==> src/rtl/filtro_trepidacao.sv <==
// Contact-bounce filter: synchronises a raw input and accepts a new level only
// after ESTAVEL consecutive stable cycles, with edge strobes and a rise counter.
module filtro_trepidacao #(
  parameter int ESTAVEL      = 8,
  parameter int LARGURA_CONT = 8
) (
  input  logic                    clkIn,
  input  logic                    clr,
  input  logic                    entrada,
  output logic                    saida,
  output logic                    pulso_sobe,
  output logic                    pulso_desce,
  output logic [LARGURA_CONT-1:0] contagem
);

  localparam int CW = (ESTAVEL > 2) ? $clog2(ESTAVEL) : 1;
  localparam logic [CW-1:0] ALVO = CW'(ESTAVEL - 1);

  typedef enum logic [1:0] {BAIXO, CONF_ALTO, ALTO, CONF_BAIXO} estado_t;

  estado_t       estado;
  logic          s1;
  logic          s;
  logic [CW-1:0] cnt;

  // cnt counts edges that already saw the candidate level; reaching ALVO with
  // the level still present means ESTAVEL consecutive confirmations.
  always_ff @(posedge clkIn or negedge clr) begin
    if (!clr) begin
      s1          <= 1'b0;
      s           <= 1'b0;
      estado      <= BAIXO;
      cnt         <= '0;
      saida       <= 1'b0;
      pulso_sobe  <= 1'b0;
      pulso_desce <= 1'b0;
      contagem    <= '0;
    end else begin
      s1          <= entrada;
      s           <= s1;
      pulso_sobe  <= 1'b0;
      pulso_desce <= 1'b0;
      case (estado)
        BAIXO: begin
          if (s) begin
            estado <= CONF_ALTO;
            cnt    <= CW'(1);
          end
        end
        CONF_ALTO: begin
          if (!s) begin
            estado <= BAIXO;
            cnt    <= '0;
          end else if (cnt == ALVO) begin
            estado     <= ALTO;
            saida      <= 1'b1;
            pulso_sobe <= 1'b1;
            contagem   <= contagem + LARGURA_CONT'(1);
            cnt        <= '0;
          end else begin
            cnt <= cnt + CW'(1);
          end
        end
        ALTO: begin
          if (!s) begin
            estado <= CONF_BAIXO;
            cnt    <= CW'(1);
          end
        end
        CONF_BAIXO: begin
          if (s) begin
            estado <= ALTO;
            cnt    <= '0;
          end else if (cnt == ALVO) begin
            estado      <= BAIXO;
            saida       <= 1'b0;
            pulso_desce <= 1'b1;
            cnt         <= '0;
          end else begin
            cnt <= cnt + CW'(1);
          end
        end
        default: begin
          estado <= BAIXO;
          cnt    <= '0;
        end
      endcase
    end
  end

endmodule

==> config.mk <==
export PLATFORM = sky130hd
export DESIGN_NAME = filtro_trepidacao
export DESIGN_NICKNAME = d
export VERILOG_FILES = /design/src/rtl/filtro_trepidacao.sv
export SDC_FILE = /design/constraint.sdc
export NUM_CORES = 1
export LEC_CHECK = 0
export CAP_MARGIN = 20
export CORE_MARGIN = 2
export CORE_UTILIZATION = 50
export CTS_CLUSTER_SIZE = 24
export DETAILED_ROUTE_END_ITERATION = 7
export DONT_BUFFER_PORTS = 1
export GPL_TIMING_DRIVEN = 0
export PLACE_DENSITY = 0.61
export SYNTH_ARGS = -nofsm -noshare
export SYNTH_HDL_FRONTEND = slang
export SYNTH_SLANG_ARGS = --single-unit
==> constraint.sdc <==
create_clock -name clkIn -period 3.7 [get_ports clkIn]
set_input_delay 0.37 -clock clkIn [delete_from_list [all_inputs] [get_ports clkIn]]
set_output_delay 0.37 -clock clkIn [all_outputs]
set_load 0.005 [all_outputs]
======== After elaboration in Yosys (flattened, before gate mapping) ========
Index checks and enable logic that the tools add are counted.
cells by class
  add/subtract/negate cells ............... 2
  multipliers ............................. 0
  divide/modulo/power cells ............... 0
  $lt $le $gt $ge ......................... 0
  equality and inequality tests ........... 12
  shift operators ......................... 0
  mux-type cells .......................... 23
  bitwise operators ....................... 0
  reductions and logical operators ........ 6
operator list
  kind                                                              number
  3-bit two-way mux                                                 5
  2-bit two-way mux                                                 6
  2-bit inequality test (second input constant)                     6
  3-bit case mux with 4 select lines                                1
  1-bit two-way mux                                                 9
  8-bit by 1-bit adder with 8-bit output (second input constant)    1
  2-bit case mux with 4 select lines                                1
  3-bit inequality test (second input constant)                     2
  5-bit AND reduction                                               1
  2-bit == test (second input constant)                             2
  4-bit AND reduction                                               1
  3-bit by 1-bit adder with 3-bit output (second input constant)    1
  3-bit == test (second input constant)                             1
  3-bit AND reduction                                               1
  2-bit by 1-bit == test with 1-bit output (second input constant)  1
  2-bit logical NOT                                                 1
  1-bit case mux with 2 select lines                                1
  2-bit AND reduction                                               1
  2-bit nonzero test                                                1
word-level totals
  bits in registers ....................... 18
  bits in latches ......................... 0
  memory bits (writable) .................. 0
  memory bits (read-only) ................. 0
  bits of input ports ..................... 3
  logic and storage cells ................. 51
  memories ................................ 0

======== Depth between registers and ports, before layout ========
Gate-level depths: netlist of the first run.
  word-level depth ........................ 4
  gate-level depth with buffers ........... 6
  depth with buffers taken out ............ 6

======== Least setup slack after synthesis of the first run ========
No wires, ideal clock.
  kind .................................... flip-flop to flip-flop
  start ................................... reg cnt[0]
  end ..................................... reg contagem[4]
  setup time .............................. 0.125 ns
  data arrival time ....................... 1.242 ns
  setup slack ............................. 2.333 ns
  stages on the path, launching flop included .. 7
  buffers on the path ..................... 0
  cells stage by stage .................... dfrtp_1 ha_1 ha_1 nand4b_4 inv_2 nand4_1 xnor2_1
between the ends
  cells in the longest elaborated chain, start to end .. 2
RTL lines
  element                        line  text
  start, declared                24    logic [CW-1:0] cnt;
  start signal, assigned         61    cnt <= cnt + CW'(1);
  start signal, assigned         80    cnt <= cnt + CW'(1);
  3-bit == test                  54    end else if (cnt == ALVO) begin
  3-bit AND reduction (no line)  --
  end signal, assigned           58    contagem <= contagem + LARGURA_CONT'(1);
  end, declared                  13    output logic [LARGURA_CONT-1:0] contagem
Every way passes these cells.
A chain may end at the register's enable or synchronous reset.

======== Final worst setup path of the first run ========
  start ................................... reg cnt[0]
  end ..................................... reg contagem[6]
The elaborated chain is that of the path after synthesis.

==> out/results.md, run 1 <==
| Metric | This run | Unit |
| --- | --- | --- |
| Length in cells of the worst reg-to-reg path | 6 | - |
| Number of global-route vias before repair | 500 | - |
| Area growth from synthesis to layout | 8.71 | % |
| Final-stage net count | 71 | - |
| Areal power density over the cells | 476 | nW/um2 |
| Post-synthesis area per instance | 12.7 | um2 |
| Leading cell type in the layout, fill and taps excluded | sky130_fd_sc_hd__dfrtp_1 | - |
| Average routed wire per standard cell | 15.5 | um |
| Sequential-to-total area share from yosys stat | 60.3 | % |
| Final Total Pwr | 387 | uW |
| Detailed-router iteration count before antenna repair | 2 | - |
| R2r setup slk | 2.15 | ns |
| Final Cycle Share | 41.9 | % |
| Required time worst endpoint | 3.89 | ns |
| Residual DRC | 0 | - |
| Final antenna-violating net count | 0 | - |
| Clock period minus worst slack | 1.55 | ns |
| Hold EP | s1$_DFF_PN0_ | - |
| Capturing point of the worst reg2reg path | contagem[6]$_DFFE_PN0P_ | - |
| Number of buffers added for setup after CTS | 0 | - |
| Hold crit path type | input port to flip-flop | - |
| CTS tree | built | - |
| Portion of netlist area occupied by mux cells | 2.85 | % |
| Setup repair after global routing missed its margin | false | - |
| Max Fanout on Critical Path | 6 | - |
| Launching point of the worst reg2reg path | cnt[0]$_DFFE_PN0P_ | - |
| Worst voltage drop across the vdd grid | 0.357 | mV |
| Inserted Clock Buffers | 3 | - |
| Slew at the pin closest to its max-slew limit | 0.756 | ns |
| Share of synthesized cell area in full adder, half adder and majority cells | 5.03 | % |
| Filler cells | 112 | - |
| Type of the worst setup path | flip-flop to flip-flop | - |
| Initial DRC Count | 3 | - |
| Wire length of the first global-routing pass | 2160 | um |
| Worst-Skew Late Latency | 0.29 | ns |
| Commonest cells after routing, fill and taps aside | 18 x sky130_fd_sc_hd__dfrtp_1, 10 x sky130_fd_sc_hd__nand2_1, 5 x sky130_fd_sc_hd__xnor2_1 | - |
| Post-Syn Instances | 59 | - |
| Leading cell types by total area after synthesis | sky130_fd_sc_hd__dfrtp_1 60%, sky130_fd_sc_hd__xnor2_1 5.9%, sky130_fd_sc_hd__ha_1 5.0% | - |
| Proportion of netlist area held by the largest area contributor | 60.3 | % |
| Final clock skew | 0.00204 | ns |
| Total routing usage reported by global routing | 16.4 | % |
| Final setup violating endpoints | 0 | - |
| Die W | 42.7 | um |
| Vias after detailed routing | 456 | - |
| Top Ports | 14 | - |
| Count of pins over their slew limit | 0 | - |
| Total number of placement rows | 13 | - |
| Worst path setup slack after routing | 2.15 | ns |
| Final GP Congestion | 0.717 | - |
| Maximum buffer depth of the clock tree | 2 | - |
| DR vias/cell | 5.77 | - |
| Root buf cell | sky130_fd_sc_hd__clkbuf_4 | - |
| Main combinational cell family by area after synthesis | simple AND/OR/NAND/NOR gates | - |
| Area of the core region | 1350 | um2 |
| CP Launch Point | cnt[0]$_DFFE_PN0P_ | - |
| Final WL | 1230 | um |
| Critical path endpoint category | flip-flop | - |
| Clock sink count | 18 | - |
| Final hold viol count | 0 | - |
| Flops & latches, synth | 18 | - |
| Outcome | finished, final reports clean | - |
| Highest attainable clock frequency | 646 | MHz |
| P_leak | 0.411 | nW |
| Crit path arrival time | 1.74 | ns |
| Footprint of the multi-input gates | 288 | um2 |
| Mapped Area | 747 | um2 |
| Setup slack after placement | 2.15 | ns |
| Maximum number of pins on one net before global-route repair | 19 | - |
| Relative slew margins | 49.4 | % |
| # H-tree levels | 1 | - |
| Ant diodes | 0 | - |
| Library cell occupying the most area in the post-synthesis netlist | sky130_fd_sc_hd__dfrtp_1 | - |
| CTS clock-pin slew for the worst setup and hold paths | 0.10 | ns |
| Xor and xnor fraction of the mapped netlist area | 9.38 | % |
| Worst hold path stage count | 0 | - |
| Initial antenna violation count | 0 | - |
| Max-cap violations | 0 | - |
| Die area | 1820 | um2 |
| YS warnings | 0 | - |
| Total gr overflow | 0 | - |
| DP Wirelength | 959 | um |
| Synthesized net count | 65 | - |
| Area share of and/or/nand/nor cells after synthesis | 16.4 | % |
| Number of buffers inserted by port buffering | 0 | - |
| Origin of the worst min-delay path | entrada | - |
| Sort of element at the start of the critical path | flip-flop | - |
| Fraction of final layout cells with drive strength greater than 1 | 14.1 | % |
| Seq. cell area | 450 | um2 |
| Effective utilization at floorplan | 55.3 | % |
| Height of the die | 42.7 | um |
| Complex-gate fraction of the synthesized area | 4.86 | % |
| Count of different cell masters after synthesis | 21 | - |
| Total Neg Setup Slack | 0 | ns |
worst max-delay path, cell delays in order, from the launching register on:
cell	delay [ns]
sky130_fd_sc_hd__dfrtp_1	0.38
sky130_fd_sc_hd__ha_1	0.16
sky130_fd_sc_hd__ha_1	0.28
sky130_fd_sc_hd__nand4b_4	0.20
sky130_fd_sc_hd__inv_2	0.14
sky130_fd_sc_hd__nand4_1	0.13
sky130_fd_sc_hd__xnor2_1	0.15
kinds of logic (layout without fill, tap and decap cells):
kind of cell	after synthesis	after routing
compound gates	6	6
xor+xnor	8	8
fa+ha+maj	3	3
buf+inv	2	7
flops	18	18
mux	2	2
simple gates	20	20
per-layer routing:
metal | global-route usage [%] | wire length (um)
met1 | 18.9 | 512
met2 | 27.6 | 626
met3 | 3.83 | 54
met4 | 9.38 | 32
met5 | 0 | 0
power by group:
group          switching, mW  internal (mW)  leakage, nW
clock network         0.0591         0.0601       0.0210
registers             0.0120          0.212        0.236
logic                 0.0240         0.0195        0.154
Yosys cell counts (all sizes together):
cell type  count
ha             3
nor3           2
nor2           1
mux2i          1
nor3b          1
inv            1
a21oi          1
xnor2          5
o21ai          2
nand3          1
o22ai          1
o32ai          1
buf            1
nand2         10
and3           1
dfrtp         18
a31oi          1
nand4          3
mux2           1
nand4b         1
xor2           3
sequential cells by signal, summed over array words and instances (netlist names), named ones only:
name         flops
pulso_desce      1
s1               1
cnt              3
saida            1
estado           1
pulso_sobe       1
contagem         8
s                1
how the worst max path moves through the flow:
stage / to / slack, ns / depth (start not counted)
after floorplan: contagem[4]$_DFFE_PN0P_ / 2.33 / 6
after global placement: contagem[6]$_DFFE_PN0P_ / 2.24 / 6
after CTS: contagem[6]$_DFFE_PN0P_ / 2.13 / 6
after detailed placement: contagem[6]$_DFFE_PN0P_ / 2.15 / 6
final: contagem[6]$_DFFE_PN0P_ / 2.15 / 6
after global routing: contagem[6]$_DFFE_PN0P_ / 2.02 / 6
through the flow:
| step | area, um2 | hold slack (ns) | utilization, % | cells |
|---|---|---|---|---|
| after floorplan | 747 | 0.0744 | - | 59 |
| after CTS | 812 | 0.0866 | 60.1 | 79 |
| final | 812 | 0.0937 | 60.1 | 79 |
| after global routing | 812 | 0.0664 | 60.1 | 79 |
| after detailed placement | 766 | 0.0750 | 56.7 | 74 |
| after global placement | 766 | 0.0748 | 56.7 | 74 |
final cells by class:
type | count | area share, %
plain buffers | 1 | 0.616
clock buffers | 4 | 4.47
inverters | 1 | 0.462
multi-input cells | 39 | 35.4
flip-flops and latches | 18 | 55.5
well taps | 15 | 2.31
repair buffers | 1 | 1.23
what timing repair did:
action / CTS / global route
hold buffers: 1 / 0
endpoints found under the hold margin: 18 / 0
gates resized for setup: 0 / 0
Note: power is estimated with default switching activity, not from simulation.
==> run 2, diff against run 1 <==
PLACE_DENSITY = 0.64   (was 0.61)
clock period = 1.3 ns   (was 3.7 ns; I/O delays follow)
==> run 2 against run 1 <==
  * Critical path depth stayed put
  * Register-to-register slack worse by 2.2 ns
  * Via count is 2.4% higher
  * Utilization is 5.1 points higher
  * The flow now finishes with violations (setup timing)
  * Cell area is 8.5% higher
  * Global-route usage is 2.1 points lower
  * Non-clock buffer count is 7 higher
  * Fmax is 17% higher
  * First-iteration DRC count is 33% lower
  * Hold slack better by 0.27 ns
  * Setup slack worse by 2.2 ns
  * Largest power group unchanged
  * Combinational power grew to 4.3 times the previous value
==> out/results.md, run 2 (synthesis gave the netlist of run 1 again) <==
| Metric | This run | Unit | Delta |
| --- | --- | --- | --- |
| Outcome | finished with violations | - |  |
| Violations in the final reports | setup timing | - |  |
| Inserted Clock Buffers | 3 | - | unchanged |
| Launching point of the worst reg2reg path | cnt[0]$_DFFE_PN0P_ | - |  |
| Wire length of the first global-routing pass | 1930 | um | -11% |
| Final setup violating endpoints | 3 | - | +3 |
| Detailed-router iteration count before antenna repair | 2 | - | unchanged |
| Final-stage net count | 78 | - | +9.9% |
| Count of pins over their slew limit | 0 | - | unchanged |
| Worst path setup slack after routing | -0.0287 | ns | -2.18 ns |
| Vias after detailed routing | 467 | - | +2.4% |
| Register with the most flip-flops | contagem | - |  |
| Filler cells | 102 | - | -8.9% |
| Total routing usage reported by global routing | 14.3 | % | -2.1 points |
| Required time worst endpoint | 1.47 | ns | -2.42 ns |
| Registers with the highest flip-flop counts | contagem: 8 flops, cnt: 3 flops | - |  |
| R2r setup slk | -0.03 | ns | -2.18 ns |
| # H-tree levels | 1 | - | unchanged |
| Highest attainable clock frequency | 753 | MHz | +17% |
| Max Fanout on Critical Path | 5 | - | -1 |
| Worst-Skew Late Latency | 0.28 | ns | about the same |
| Maximum number of pins on one net before global-route repair | 19 | - | unchanged |
| Final clock skew | 0.00148 | ns | -0.000561 ns |
| Areal power density over the cells | 1230 | nW/um2 | +160% |
| Crit path arrival time | 1.50 | ns | -0.24 ns |
| Final antenna-violating net count | 0 | - | unchanged |
| Final GP Congestion | 0.691 | - | -3.5% |
| Worst voltage drop across the vdd grid | 0.984 | mV | +180% |
| Worst hold path stage count | 0 | - | unchanged |
| P_leak | 0.443 | nW | +7.7% |
| Capturing point of the worst reg2reg path | contagem[6]$_DFFE_PN0P_ | - |  |
| Total gr overflow | 0 | - | unchanged |
| Root buf cell | sky130_fd_sc_hd__clkbuf_4 | - |  |
| Fraction of final layout cells with drive strength greater than 1 | 25.7 | % | +12 points |
| Die area | 1820 | um2 | unchanged |
| Commonest cells after routing, fill and taps aside | 18 x sky130_fd_sc_hd__dfrtp_1, 9 x sky130_fd_sc_hd__nand2_1, 6 x sky130_fd_sc_hd__buf_4, 4 x sky130_fd_sc_hd__xnor2_1 | - |  |
| Die W | 42.7 | um | unchanged |
| Critical path endpoint category | flip-flop | - |  |
| Number of buffers inserted by port buffering | 0 | - | unchanged |
| Max FFs per register | 8 | - | unchanged |
| Final WL | 1160 | um | -5.1% |
| Height of the die | 42.7 | um | unchanged |
| Final hold viol count | 0 | - | unchanged |
| Relative slew margins | 46.1 | % | -3.3 points |
| Residual DRC | 0 | - | unchanged |
| DP Wirelength | 750 | um | -22% |
| Setup slack after placement | -0.129 | ns | -2.28 ns |
| Hold EP | s$_DFF_PN0_ | - |  |
| Slew at the pin closest to its max-slew limit | 0.805 | ns | +0.0491 ns |
| Leading cell type in the layout, fill and taps excluded | sky130_fd_sc_hd__dfrtp_1 | - |  |
| Area of the core region | 1350 | um2 | unchanged |
| Average routed wire per standard cell | 13.7 | um | -12% |
| Origin of the worst min-delay path | s1$_DFF_PN0_ | - |  |
| CTS clock-pin slew for the worst setup and hold paths | 0.10 | ns | about the same |
| Top Ports | 14 | - | unchanged |
| Length in cells of the worst reg-to-reg path | 6 | - | unchanged |
| Type of the worst setup path | flip-flop to flip-flop | - |  |
| Initial antenna violation count | 0 | - | unchanged |
| Ant diodes | 0 | - | unchanged |
| Final Cycle Share | 102 | % | +60 points |
| Post-detailed-placement cell area | 781 | um2 | +2.0% |
| Clock sink count | 18 | - | unchanged |
| Effective utilization at floorplan | 55.3 | % | unchanged |
| Final instance area | 881 | um2 | +8.5% |
| CTS tree | built | - |  |
| Total number of placement rows | 13 | - | unchanged |
| Setup repair after global routing missed its margin | true | - |  |
| Number of global-route vias before repair | 455 | - | -9.0% |
| Area growth from synthesis to layout | 17.9 | % |  |
| Max-cap violations | 0 | - | unchanged |
| Initial DRC Count | 2 | - | -1 |
| Sort of element at the start of the critical path | flip-flop | - |  |
| Maximum buffer depth of the clock tree | 2 | - | unchanged |
| Clock period minus worst slack | 1.33 | ns | -0.220 ns |
| Hold crit path type | flip-flop to flip-flop | - |  |
| Total Neg Setup Slack | -0.0633 | ns | -0.0633 ns |
| DR vias/cell | 5.49 | - | -4.8% |
[run 2: what timing repair did]
action / CTS / global route
pin swaps: 7 / 3
setup endpoints to repair: 7 / 11
endpoints found under the hold margin: 19 / 0
hold buffers: 2 / 0
resized for setup: 1 / 2
buffers inserted: 5 / 1
[run 2: layout make-up]
class	count	area, um2	share of cell area (%)
Buffer	1	5.00	0.568
Clock buffer	3	22.5	2.56
Inverter	1	6.26	0.710
Multi-Input combinational cell	39	313	35.5
Sequential cell	18	450	51.1
Tap cell	15	18.8	2.13
Timing Repair Buffer	8	65.1	7.39
[run 2: power breakdown]
group          switching, mW  internal, mW  total [mW]
sequential            0.0344         0.603       0.637
combinational         0.0801         0.105       0.185
clock                  0.156         0.107       0.263
total                  0.270         0.815        1.09
[run 2: layer usage]
metal | GRT usage, % | routed length, um
met1 | 21.6 | 612
met5 | 0 | 0
met2 | 18.8 | 503
met4 | 5.63 | 14
met3 | 4.68 | 33
[run 2: worst max path at each step]
stage                       start                      end  slack (ns)  cells past startpoint
6_report       cnt[0]$_DFFE_PN0P_  contagem[6]$_DFFE_PN0P_       -0.03                      6
5_1_grt        cnt[0]$_DFFE_PN0P_  contagem[6]$_DFFE_PN0P_       -0.09                      6
4_1_cts        cnt[0]$_DFFE_PN0P_  contagem[6]$_DFFE_PN0P_       -0.03                      6
3_5_place_dp   cnt[0]$_DFFE_PN0P_  contagem[6]$_DFFE_PN0P_       -0.13                      6
3_3_place_gp   cnt[0]$_DFFE_PN0P_  contagem[6]$_DFFE_PN0P_       -0.12                      6
2_1_floorplan  cnt[0]$_DFFE_PN0P_  contagem[4]$_DFFE_PN0P_      -0.005                      6
[run 2: metrics by stage]
stage | utilization [%] | power, mW | hold slack (ns) | cells
2_1_floorplan | - | 0.746 | -0.166 | 59
3_3_place_gp | 57.8 | 0.766 | -0.165 | 74
3_5_place_dp | 57.8 | 0.767 | -0.165 | 74
4_1_cts | 63.9 | 1.08 | 0.367 | 84
5_1_grt | 65.2 | 1.14 | 0.377 | 85
6_report | 65.2 | 1.09 | 0.360 | 85
[run 2: worst max-delay path, cell delays in order (launching register included)]
cell and delay, ns:
sky130_fd_sc_hd__dfrtp_1 0.36, sky130_fd_sc_hd__ha_2 0.19, sky130_fd_sc_hd__ha_4 0.16, sky130_fd_sc_hd__nand4b_4 0.16, sky130_fd_sc_hd__inv_4 0.10, sky130_fd_sc_hd__nand4_1 0.10
sky130_fd_sc_hd__xnor2_1 0.14
